`src/rtl/cpu4_pkg.sv`:
```
// Shared opcode constants and sequencer state encoding for the 4-bit CPU execute path.
package cpu4_pkg;

    localparam logic [3:0] OPR_ADD = 4'b1000;
    localparam logic [3:0] OPR_ACC = 4'b1111;

    localparam logic [3:0] OPA_CLB = 4'd0;
    localparam logic [3:0] OPA_CLC = 4'd1;
    localparam logic [3:0] OPA_IAC = 4'd2;

    typedef enum logic [2:0] {
        ST_IDLE,
        ST_DECODE,
        ST_READ,
        ST_EXEC,
        ST_HALT
    } cpu4_state_t;

endpackage

```
`src/rtl/cpu4_instr_decode.sv`:
```
// Combinational decode of opr/opa into one-hot operation strobes plus an illegal flag.
module cpu4_instr_decode
    import cpu4_pkg::*;
(
    input  logic [3:0] opr,
    input  logic [3:0] opa,
    output logic       dec_clb,
    output logic       dec_clc,
    output logic       dec_iac,
    output logic       dec_add,
    output logic       dec_illegal
);

    logic acc_grp;

    always_comb begin
        acc_grp     = (opr == OPR_ACC);
        dec_add     = (opr == OPR_ADD);
        dec_clb     = acc_grp && (opa == OPA_CLB);
        dec_clc     = acc_grp && (opa == OPA_CLC);
        dec_iac     = acc_grp && (opa == OPA_IAC);
        dec_illegal = !(dec_add || dec_clb || dec_clc || dec_iac);
    end

endmodule

```
`src/rtl/cpu4_exec_ctrl.sv`:
```
// Execute sequencer: accepts instructions, sequences register reads, owns acc and carry.
// Optional CPU4_ILLEGAL_TRAP_EN: unrecognized encodings set sticky illegal and halt until reset.
module cpu4_exec_ctrl
    import cpu4_pkg::*;
(
    input  logic       clk,
    input  logic       rst_n,
    input  logic       instr_valid,
    input  logic [7:0] instr,
    output logic       instr_ready,
    output logic       reg_rd,
    output logic [3:0] reg_addr,
    input  logic [3:0] reg_data,
    output logic [3:0] acc,
    output logic       carry,
`ifdef CPU4_ILLEGAL_TRAP_EN
    output logic       illegal,
`endif
    output logic       done
);

    cpu4_state_t state, state_nxt;

    logic [7:0] instr_q;
    logic [3:0] operand_q;
    logic [3:0] addr_q;
    logic [3:0] acc_q;
    logic       carry_q;

    logic dec_clb, dec_clc, dec_iac, dec_add, dec_illegal;
    logic [3:0] res_acc;
    logic       res_carry;

    cpu4_instr_decode u_decode (
        .opr         (instr_q[7:4]),
        .opa         (instr_q[3:0]),
        .dec_clb     (dec_clb),
        .dec_clc     (dec_clc),
        .dec_iac     (dec_iac),
        .dec_add     (dec_add),
        .dec_illegal (dec_illegal)
    );

    always_comb begin
        state_nxt = state;
        unique case (state)
            ST_IDLE:   if (instr_valid) state_nxt = ST_DECODE;
            ST_DECODE: begin
                if (dec_add) begin
                    state_nxt = ST_READ;
`ifdef CPU4_ILLEGAL_TRAP_EN
                end else if (dec_illegal) begin
                    state_nxt = ST_HALT;
`endif
                end else begin
                    state_nxt = ST_EXEC;
                end
            end
            ST_READ:   state_nxt = ST_EXEC;
            ST_EXEC:   state_nxt = ST_IDLE;
            ST_HALT:   state_nxt = ST_HALT;
            default:   state_nxt = ST_IDLE;
        endcase
    end

    // reg_addr presents opa combinationally with the strobe, then holds it while idle
    always_comb begin
        instr_ready = (state == ST_IDLE);
        done        = (state == ST_EXEC);
        reg_rd      = (state == ST_DECODE) && dec_add;
        reg_addr    = reg_rd ? instr_q[3:0] : addr_q;
        acc         = acc_q;
        carry       = carry_q;
    end

    always_comb begin
        res_acc   = acc_q;
        res_carry = carry_q;
        if (dec_add) begin
            {res_carry, res_acc} = {1'b0, acc_q} + {1'b0, operand_q} + {4'b0000, carry_q};
        end else if (dec_iac) begin
            {res_carry, res_acc} = {1'b0, acc_q} + 5'd1;
        end else if (dec_clc) begin
            res_carry = 1'b0;
        end else if (dec_clb) begin
            res_acc   = '0;
            res_carry = 1'b0;
        end
    end

    always_ff @(posedge clk or negedge rst_n) begin
        if (!rst_n) begin
            state     <= ST_IDLE;
            instr_q   <= '0;
            operand_q <= '0;
            addr_q    <= '0;
            acc_q     <= '0;
            carry_q   <= 1'b0;
        end else begin
            state <= state_nxt;
            if (state == ST_IDLE && instr_valid) begin
                instr_q <= instr;
            end
            if (reg_rd) begin
                addr_q <= instr_q[3:0];
            end
            if (state == ST_READ) begin
                operand_q <= reg_data;
            end
            if (state == ST_EXEC && !dec_illegal) begin
                acc_q   <= res_acc;
                carry_q <= res_carry;
            end
        end
    end

`ifdef CPU4_ILLEGAL_TRAP_EN
    always_ff @(posedge clk or negedge rst_n) begin
        if (!rst_n) begin
            illegal <= 1'b0;
        end else if (state == ST_DECODE && dec_illegal) begin
            illegal <= 1'b1;
        end
    end
`endif

endmodule

```
`config.mk`:
```
export PLATFORM = sky130hd
export DESIGN_NAME = cpu4_exec_ctrl
export DESIGN_NICKNAME = d
export VERILOG_FILES = /design/src/rtl/cpu4_pkg.sv /design/src/rtl/cpu4_instr_decode.sv /design/src/rtl/cpu4_exec_ctrl.sv
export SDC_FILE = /design/constraint.sdc
export NUM_CORES = 1
export LEC_CHECK = 0
export BUFFER_PORTS_ARGS = -buffer_cell sky130_fd_sc_hd__buf_4
export CORE_MARGIN = 2
export CORE_UTILIZATION = 57
export CTS_CLUSTER_SIZE = 28
export DETAILED_ROUTE_END_ITERATION = 16
export MAX_ROUTING_LAYER = met4
export PLACE_DENSITY_LB_ADDON = 0.1
export REMOVE_ABC_BUFFERS = 1
export SLEW_MARGIN = 20
export SYNTH_ARGS = -nofsm -noshare
export SYNTH_HDL_FRONTEND = slang
export SYNTH_SLANG_ARGS = --single-unit
```
`constraint.sdc`:
```
create_clock -name clk -period 4.1 [get_ports clk]
set_clock_uncertainty 0.15 [all_clocks]
set_input_delay 0.41 -clock clk [delete_from_list [all_inputs] [get_ports clk]]
set_output_delay 0.41 -clock clk [all_outputs]
set_load 0.05 [all_outputs]
```
## Word level (Yosys, flattened, before mapping)

Cells that the tools add are included.

| operators by class | value |
|---|---|
| equal/unequal tests | 10 |
| add/sub/neg operators | 3 |
| muxes and demuxes | 12 |
| reduce and logical (&&, ||, !) cells | 15 |

Operators with widths:

| kind | number |
|---|---|
| $mux 4 | 5 |
| $pmux 3 s4 | 1 |
| $eq 4x4->1 const B | 2 |
| $eq 3x2->1 const B | 2 |
| $logic_and 1x1->1 | 6 |
| $add 4x1->5 const B | 1 |
| $add 4x4->5 | 1 |
| $add 5x1->5 | 1 |
| $mux 1 | 5 |
| $eq 4x1->1 const B | 1 |
| $eq 4x2->1 const B | 1 |
| $logic_not 4->1 | 1 |
| $reduce_bool 4->1 | 1 |
| $eq 3x1->1 const B | 1 |
| $eq 3x3->1 const B | 1 |
| $logic_not 3->1 | 1 |
| $logic_or 1x1->1 | 3 |
| $mux 3 | 1 |
| $ne 3x1->1 const B | 1 |
| $reduce_and 3->1 | 1 |
| $reduce_bool 3->1 | 1 |
| $ne 2x2->1 const B | 1 |
| $reduce_and 2->1 | 1 |

| storage, ports and cells | value |
|---|---|
| input bits | 15 |
| register bits | 24 |
| logic and storage cells | 46 |

## Logic depth before layout (Yosys ltp)

Gate-level depths: netlist of run 1.

| depth | value |
|---|---|
| depth in word-level cells | 7 |
| mapped depth | 6 |
| mapped depth without buffers | 6 |

## By module

A second synthesis of run 1 with hierarchy kept.

| unflattened totals | value |
|---|---|
| cells, all modules | 109 |
| area, all modules | 1345.0 um^2 |

By module, submodules not included:

| module | area an instance (um^2) | cells an instance | instances |
|---|---|---|---|
| cpu4_exec_ctrl | 1253.7 | 99 | 1 |
| cpu4_instr_decode | 91.3 | 10 | 1 |

## Worst setup path before layout of run 1

Ideal clock, no wire load.

| timing path | value |
|---|---|
| path type | register -> register |
| start point | register state[1] |
| end point | register instr_q[0] |
| library setup time | 125 ps |
| stages on the path, launching flop included | 5 |
| data required time | 3825 ps |
| data arrival time | 2432 ps |
| buffers on the path | 1 |
| slack | 1393 ps |
| path through | dfrtp_1 > nor3_1 > and2_1 > clkbuf_1 > mux2_2 |

| between the ends | value |
|---|---|
| longest elaborated chain between the ends | 2 |

Ends and longest elaborated chain:

| item | line | text |
|---|---|---|
| from (decl) | cpu4_exec_ctrl.sv:22 | `cpu4_state_t state, state_nxt;` |
| from (signal assigned) | cpu4_exec_ctrl.sv:100 | `state <= state_nxt;` |
| $logic_not 3->1 | n/a |  |
| via instr_ready | cpu4_exec_ctrl.sv:10 | `output logic instr_ready,` |
| $logic_and 1x1->1 | cpu4_exec_ctrl.sv:101 | `if (state == ST_IDLE && instr_valid) begin` |
| to (signal assigned) | cpu4_exec_ctrl.sv:102 | `instr_q <= instr;` |
| to (decl) | cpu4_exec_ctrl.sv:24 | `logic [7:0] instr_q;` |

The timed path passes the listed nets, and every way through them passes these cells.
A chain may end at the register's enable or synchronous reset.

## Worst setup path in the final report of run 1

| timing path | value |
|---|---|
| start point | register instr_q[6] |
| end point | output reg_addr[1] |

| between the ends | value |
|---|---|
| longest elaborated chain between the ends | 3 |

Ends and longest elaborated chain:

| item | line | text |
|---|---|---|
| $eq 4x4->1 | cpu4_instr_decode.sv:18 | `dec_add = (opr == OPR_ADD);` |
| $logic_and 1x1->1 | cpu4_exec_ctrl.sv:70 | `reg_rd = (state == ST_DECODE) && dec_add;` |
| $mux 4 | n/a |  |
| to (decl) | cpu4_exec_ctrl.sv:12 | `output logic [3:0] reg_addr,` |

Every way passes these cells.

==> summary by stage, run 1 <==
Global routing
The number of global-route vias before repair came to 893. Entering global routing, the biggest net connects 25 pins. The number of antenna violations at the first check in global routing is 0. The overall global routing resource usage is 22.9%. The total overflow reported by the global router is 0. The first global-routing pass estimated 4.18 mm of wire.

Critical path
The startpoint identified for the worst register-to-register timing path is acc[0]. In this run the worst setup path begins at instr_q[6]. For the worst setup path, the data required time is 3540 ps.

STA classifies the critical path endpoint as a primary output. Along the worst path, the maximum fanout reaches 8. For the worst setup path, the data arrival time is roughly 2500 ps. The type of the setup path with the least slack is reg -> out. STA classifies the critical path startpoint as a flop.

Timing
The setup-violating endpoint count in the final report is 0. The time the worst path needs with I/O delays and setup is 3070 ps. The highest clock rate is 326 MHz.

The final total negative setup slack is 0 ps. The number of slew-limit violations in the final report is 0. In this run the tightest slew margin relative to its limit is between 30% and 40%. The transition time at the pin with the least slew margin is 893 ps.

Setup repair after global routing left no endpoint under its margin. The number of hold violations in the final report is 0. Dividing the final minimum period by the clock period gives 74.8%.

Clock tree
TritonCTS built the clock tree. The number of gates resized after cts is 0. The maximum level of the CTS H-tree is 1.

The number of CTS-inserted buffers is 3. For the worst-skew pair, the clock arrives at the later sink with an insertion delay of between 300 and 400 ps. Clock-pin slew was measured on the worst setup and hold paths at 120 ps. Counting along the longest clock path gives a buffer depth of 2. The count of clock tree sinks is 24. After clock tree synthesis, the flow added hold-fix buffers numbering 1. Buffers added to address setup during post-CTS repair amount to 0.

The clock root buffer master is clkbuf_4.

Logic synthesis
In this run, distinct cell masters in the synthesized netlist total 34. Each instance of the synthesized netlist takes up on average approximately 13 sq um. The adder and majority cell fraction of the synthesized area is 7.20%.

The number of instances in the synthesized netlist is 100. By area, the combinational part of the netlist is dominated by multiplexers. The post-synthesis async set-or-reset flop share is 100%. Yosys printed 0 warnings. The synthesized design contains 0 enable-type register cells. The area of the mapped netlist is about 0.0013 sq mm. The share of the Yosys chip area taken by registers is 48.0%. The multiplexer fraction of the synthesized cell area is 18.3%. The share of the synthesized netlist area taken by xor and xnor gates is less than 1%. The flip-flop and latch count after synthesis is 24. The share of the synthesized area in compound gates (AO/OA/AOI/OAI) is 9.40%. The simple logic cell fraction of the synthesized area is 13.0%. The most used flip-flop cell after synthesis is dfrtp_1.

Cells and area
0 antenna diodes ended up in the layout. Measured on the finished design, the core utilization comes to between 70% and 80%. The post-route netlist has between 30% and 40% of its cells at a drive strength greater than 1.

In the layout the commonest cells are buf_4, dfrtp_1, mux2_2. From synthesis to final layout, the design area changed by 19.3%. Leaving out fill and tap cells, the most frequent cell in the layout is buf_4.

Counting the fill cells in the layout gives 146. The post-layout net count is 150.

Outcome
The flow ran to the end, and the final reports show no timing, DRC or antenna violations.

Floorplanning
The die covers roughly 0.0026 sq mm. For this design the top-level I/O count stands at 27. The die is 50.9 um tall.

The floorplan die width is 50.9 um. In this run the standard cell core region covers 0.00202 sq mm. The floorplan has 16 rows. The effective utilization at floorplan is 61.9%.

Job
The reported max-cap violation count is 0.

Place
In this run the tool buffered the top-level ports with 26 buffer cells. The final HPWL from detailed placement is 1.99 mm. The weighted congestion reported at the end of routability-driven placement is 0.937.

Routing
The number of DRC markers in iteration 0 is 22. The average detailed-routed wire length per instance is roughly 17 um. The post-route antenna net violation count is 0. The first detailed-routing pass took 4 iterations. The number of vias in the routed layout is 916. The number of remaining DRC errors is 0. After detailed routing, the number of vias per cell comes to 5.95. The detailed-route wire length is 2.57 mm.

Worst hold path
The kind of path behind the tightest hold check is in -> reg. The startpoint of the worst hold path is reg_data[1].

Pwr
The peak supply drop is 0.461 mV. The power density relative to cell area is 716 mW/mm^2. For this design the static power due to leakage is 0.000712 uW.
## flip-flops by register name (all words and copies together) (netlist names)
name,flops
instr_q,8
state,3
addr_q,4
acc,4
carry,1
operand_q,4
## Yosys cell counts, types with 2 or more instances
cell	n	share of area (%)
o2bb2ai_1	2	1.4
a221oi_1	2	1.4
ha_1	4	4.0
nand3_1	3	1.2
mux2_2	15	13
a22o_1	2	1.4
nor3b_1	3	1.8
nand2_1	2	0.60
a21oi_1	5	2.0
and4b_1	2	1.6
dfrtp_1	24	48
mux2_4	4	4.8
nand2b_1	2	1.0
inv_1	6	1.8
fa_1	2	3.2
nand4_1	3	1.5
nor2_1	2	0.60
## per-stage QoR
step / hold WS [ps] / instances / cell area [sq um] / power, uW / setup WS [ps]
final: 159 / 154 / 1490 / 1070 / 1030
after floorplan: -35.6 / 97 / 1230 / 812 / 1500
after detailed placement: 174 / 150 / 1460 / 969 / 1400
after global routing: 159 / 154 / 1490 / 1120 / 983
after CTS: 165 / 154 / 1490 / 1070 / 1040
after global placement: 170 / 150 / 1460 / 943 / 1450
## worst max-delay path, stage by stage, from the launching register on
cell	delay, ps
dfrtp_1	420
or4b_1	680
or3_1	540
mux2_4	360
buf_4	190
## routing by layer
layer | up-vias | track usage [%] | part of all wire, %
li1 | 429 | - | -
met1 | 450 | 28.2 | 43
met2 | 31 | 37.5 | 50
met3 | 6 | 4.09 | 4.9
met4 | 0 | 9.91 | 2.1
met5 | - | - | 0
## power breakdown
group          leakage (uW)  switching (uW)  internal, uW  total (uW)
sequential         0.000300             101           334         435
clock             0.0000138            68.7          34.5         103
combinational      0.000399             300           230         530
total              0.000712             469           599        1070
## worst paths after layout
path / slack, ps / cells past startpoint / endpoint
worst max-delay path: 1030 / 4 / reg_addr[1]
worst min-delay path: 160 / 2 / operand_q[1]
worst max register to register: 1710 / 6 / carry
worst min register to register: 360 / 1 / addr_q[0]
max in group asynchronous: 3220 / 2 / state[2]
min in group asynchronous: 340 / 2 / instr_q[3]
## kinds of logic after synthesis
group | count (synthesis)
xor+xnor | 1
flops | 24
fa+ha+maj | 6
buf+inv | 9
mux | 19
simple gates | 25
compound gates | 16
## final cells by class
type	instances	area [sq um]	share of cell area, %
Timing Repair Buffer	27	205	13.7
Multi-Input combinational cell	67	608	40.7
Tap cell	27	33.8	2.26
Inverter	6	22.5	1.51
Clock buffer	3	22.5	1.51
Sequential cell	24	601	40.2
No activity file was read; power rests on OpenSTA's default activity.
==> run 2, diff against run 1 <==
CORE_UTILIZATION = 48   (was 57)
clock period = 2.46 ns   (was 4.1 ns; I/O delays follow)
==> run 2 against run 1 <==
The flow now finishes with violations (negative setup slack); first-iteration DRC count down 32%; final area up 13%; global-route usage down 2.4 points; cell count up 13%; via count up 3.7%; power up 74%; setup slack worse by 1100 ps; clock power up 62%; routed wire length up 4.2%; sequential power up 63%; critical endpoint is now reg_addr[0].
==> summary by stage, run 2 (same netlist as run 1, synthesis figures left out) <==
Timing
Setup repair after global routing could not meet its margin everywhere. Timing would allow up to 394 MHz. The time the worst path needs with I/O delays and setup is 2540 ps. For the pin with the worst max-slew slack, the measured transition is around 570 ps. On the final layout, the worst hold slack is 179 ps. Measured against its own limit, the worst slew margin works out to 62.0%. The number of hold violations in the final report is 0.

Setup violations remaining at the end of the flow were counted as 4. The number of slew-limit violations in the final report was 0. The post-route clock period utilization is 103%.

After layout, the worst setup slack is -77.9 ps. The final total negative setup slack is -287 ps.

Critical path
The nature of the critical path endpoint is a primary output. Walking the worst path, the cells encountered are or4b_4 > or3_4 > mux2_4 > buf_8. The worst setup path is of the reg -> out kind.

The largest single stage delay on the critical path is 540 ps. The end of the worst register-to-register path is carry. Data on the critical path arrives at its endpoint at 2140 ps.

The type of origin of the critical path is a flop. Setup slack on the worst reg-to-reg path comes out at about 220 ps. For the worst setup path, the data required time is 2060 ps. The slowest cell on the critical path is or4b_4. The launch instance of the worst register-to-register path is acc[0].

In this run the worst path has a maximum fanout of 5. The worst register-to-register path has a depth of 6.

Global routing
The number of antenna violations at the first check in global routing is 0. The first global-routing pass estimated 4.17 mm of wire. Entering global routing, the biggest net connects 25 pins. The overall global routing resource usage is 20.5%. The total overflow reported by the global router is 0. The number of global-route vias before repair came to 936.

Pwr
The post-route total power is between 1500 and 2000 uW. The peak supply drop is 0.805 mV. Summed over all cells, the static leakage comes to 0.000796 uW. Dividing total power by cell area gives a power density of 1110 mW/mm^2.

Worst hold path
The kind of path behind the tightest hold check is in -> reg. The number of instances on the worst hold path is 4. In this run the most critical hold path is launched from instr_valid. The path with the worst hold slack has its endpoint at state[0].

Cells and area
The number of antenna diodes in the final layout is 0. From synthesis to final layout, the design area changed by 34.4%. The fraction of final layout cells with drive strength greater than 1 is 38.2%. Ranked by flip-flop count, first place goes to instr_q. The post-layout net count is between 150 and 200.

In the layout the commonest cells are buf_4, dfrtp_1, mux2_2. The final instance area is 0.00168 sq mm. The library cell used most frequently in the layout, excluding fill and tap cells, is buf_4. The register with the most flip-flops in the layout has 8 of them.

Routing
The first routing iteration left 15 violations. The first detailed-routing pass ran for 4 iterations. Dividing the detail-routed wire length by the instance count gives 15.4 um.

The vias per cell is around 5.5. The count of nets left with antenna violations once routing finished came out at 0. The number of remaining DRC errors is 0.

The number of vias in the routed layout is 950. The detailed-route wire length is 2.68 mm.

Clock tree
The TritonCTS clock tree is yes. The root buffer cell chosen for the clock tree is clkbuf_4. The clock tree buffer depth is 2. In this run the number of H-tree levels came out at 1. For this design, the sink count on the clock tree is 24.

The clock reaches the later pin of the worst-skew pair after between 300 and 400 ps. After clock tree synthesis, the clock-pin slew on the worst setup and hold paths is 120 ps. The number of clock buffers added by TritonCTS is 3.

Job
Across the run, the number of max-cap violations was 0.

Floorplanning
The number of core rows is 18. The overall die area is 0.00303 sq mm. From left edge to right edge, the die measures around 55 um.

Measured along the y axis, the die boundary spans ~55 um. In this run the count of I/O pins placed on the die edge is 27. The core region is 0.00248 sq mm. The initial utilization of the core area, before any placement, comes to 50.5%.

Place
The final HPWL from detailed placement is 1.96 mm. Routability-driven placement finished with a final weighted congestion of between 0.9 and 1. The count of buffers added on input and output ports is 26. After detailed placement, the total cell area comes to roughly 0.0015 sq mm.

Outcome
The run finished, with violations left. The final reports fail on negative setup slack.
==> run 2: changes by cell type in the layout (fill, tap and decap cells not counted), sizes merged <==
cell         before  now
dlygate4sd3       1   13
buf              26   31
==> run 2: routing by layer <==
metal / track usage (%) / vias to the layer above / routed length (um)
met4: 8.54 / 0 / 46
met1: 25.6 / 455 / 1180
met3: 6.18 / 7 / 109
met2: 31.2 / 23 / 1340
li1: - / 465 / -
met5: - / - / 0
==> run 2: layout make-up <==
cell class              instances  area [sq um]
fillers                       204           796
flip-flops and latches         24           601
inverters                       6          22.5
multi-input cells              67           617
clock buffers                   3          22.5
well taps                      30          37.5
repair buffers                 44           382
==> run 2: metrics by stage <==
stage / util (%) / setup WS (ps) / std cells
3_3_place_gp: 60.3 / 128 / 157
5_1_grt: 67.9 / -161 / 174
2_1_floorplan: - / -142 / 97
3_5_place_dp: 60.3 / 60.1 / 157
6_report: 67.9 / -77.9 / 174
4_1_cts: 63.4 / -98.3 / 163
==> run 2: power by group <==
group	internal, uW	switching (uW)	total [uW]
Sequential	557	150	707
Clock	57.3	110	167
Combinational	464	523	987
==> run 2: worst max-delay path: cells and delay by family, from the launching register on <==
family / cells / cell delay, ps
and+or+nand+nor: 2 / 940
DFF: 1 / 410
muxes: 1 / 330
buffers and inverters: 1 / 150
==> run 2: worst max path at each step <==
| stage | from | endpoint | slack [ps] | cells after the start |
|---|---|---|---|---|
| 2_1_floorplan | state[1] | instr_q[0] | -140 | 3 |
| 4_1_cts | instr_q[4] | reg_addr[0] | -100 | 4 |
| 5_1_grt | instr_q[4] | reg_addr[0] | -160 | 4 |
| 3_3_place_gp | instr_q[6] | reg_addr[1] | 130 | 4 |
| 6_report | instr_q[4] | reg_addr[0] | -80 | 4 |
| 3_5_place_dp | instr_q[6] | reg_addr[0] | 60 | 4 |
==> run 2: timing repair <==
item	CTS	global route
hold endpoints to repair	25	11
setup buffers	1	0
pin swaps	2	0
hold buffers	2	11
endpoints found under the setup margin	5	4
resized for setup	7	0
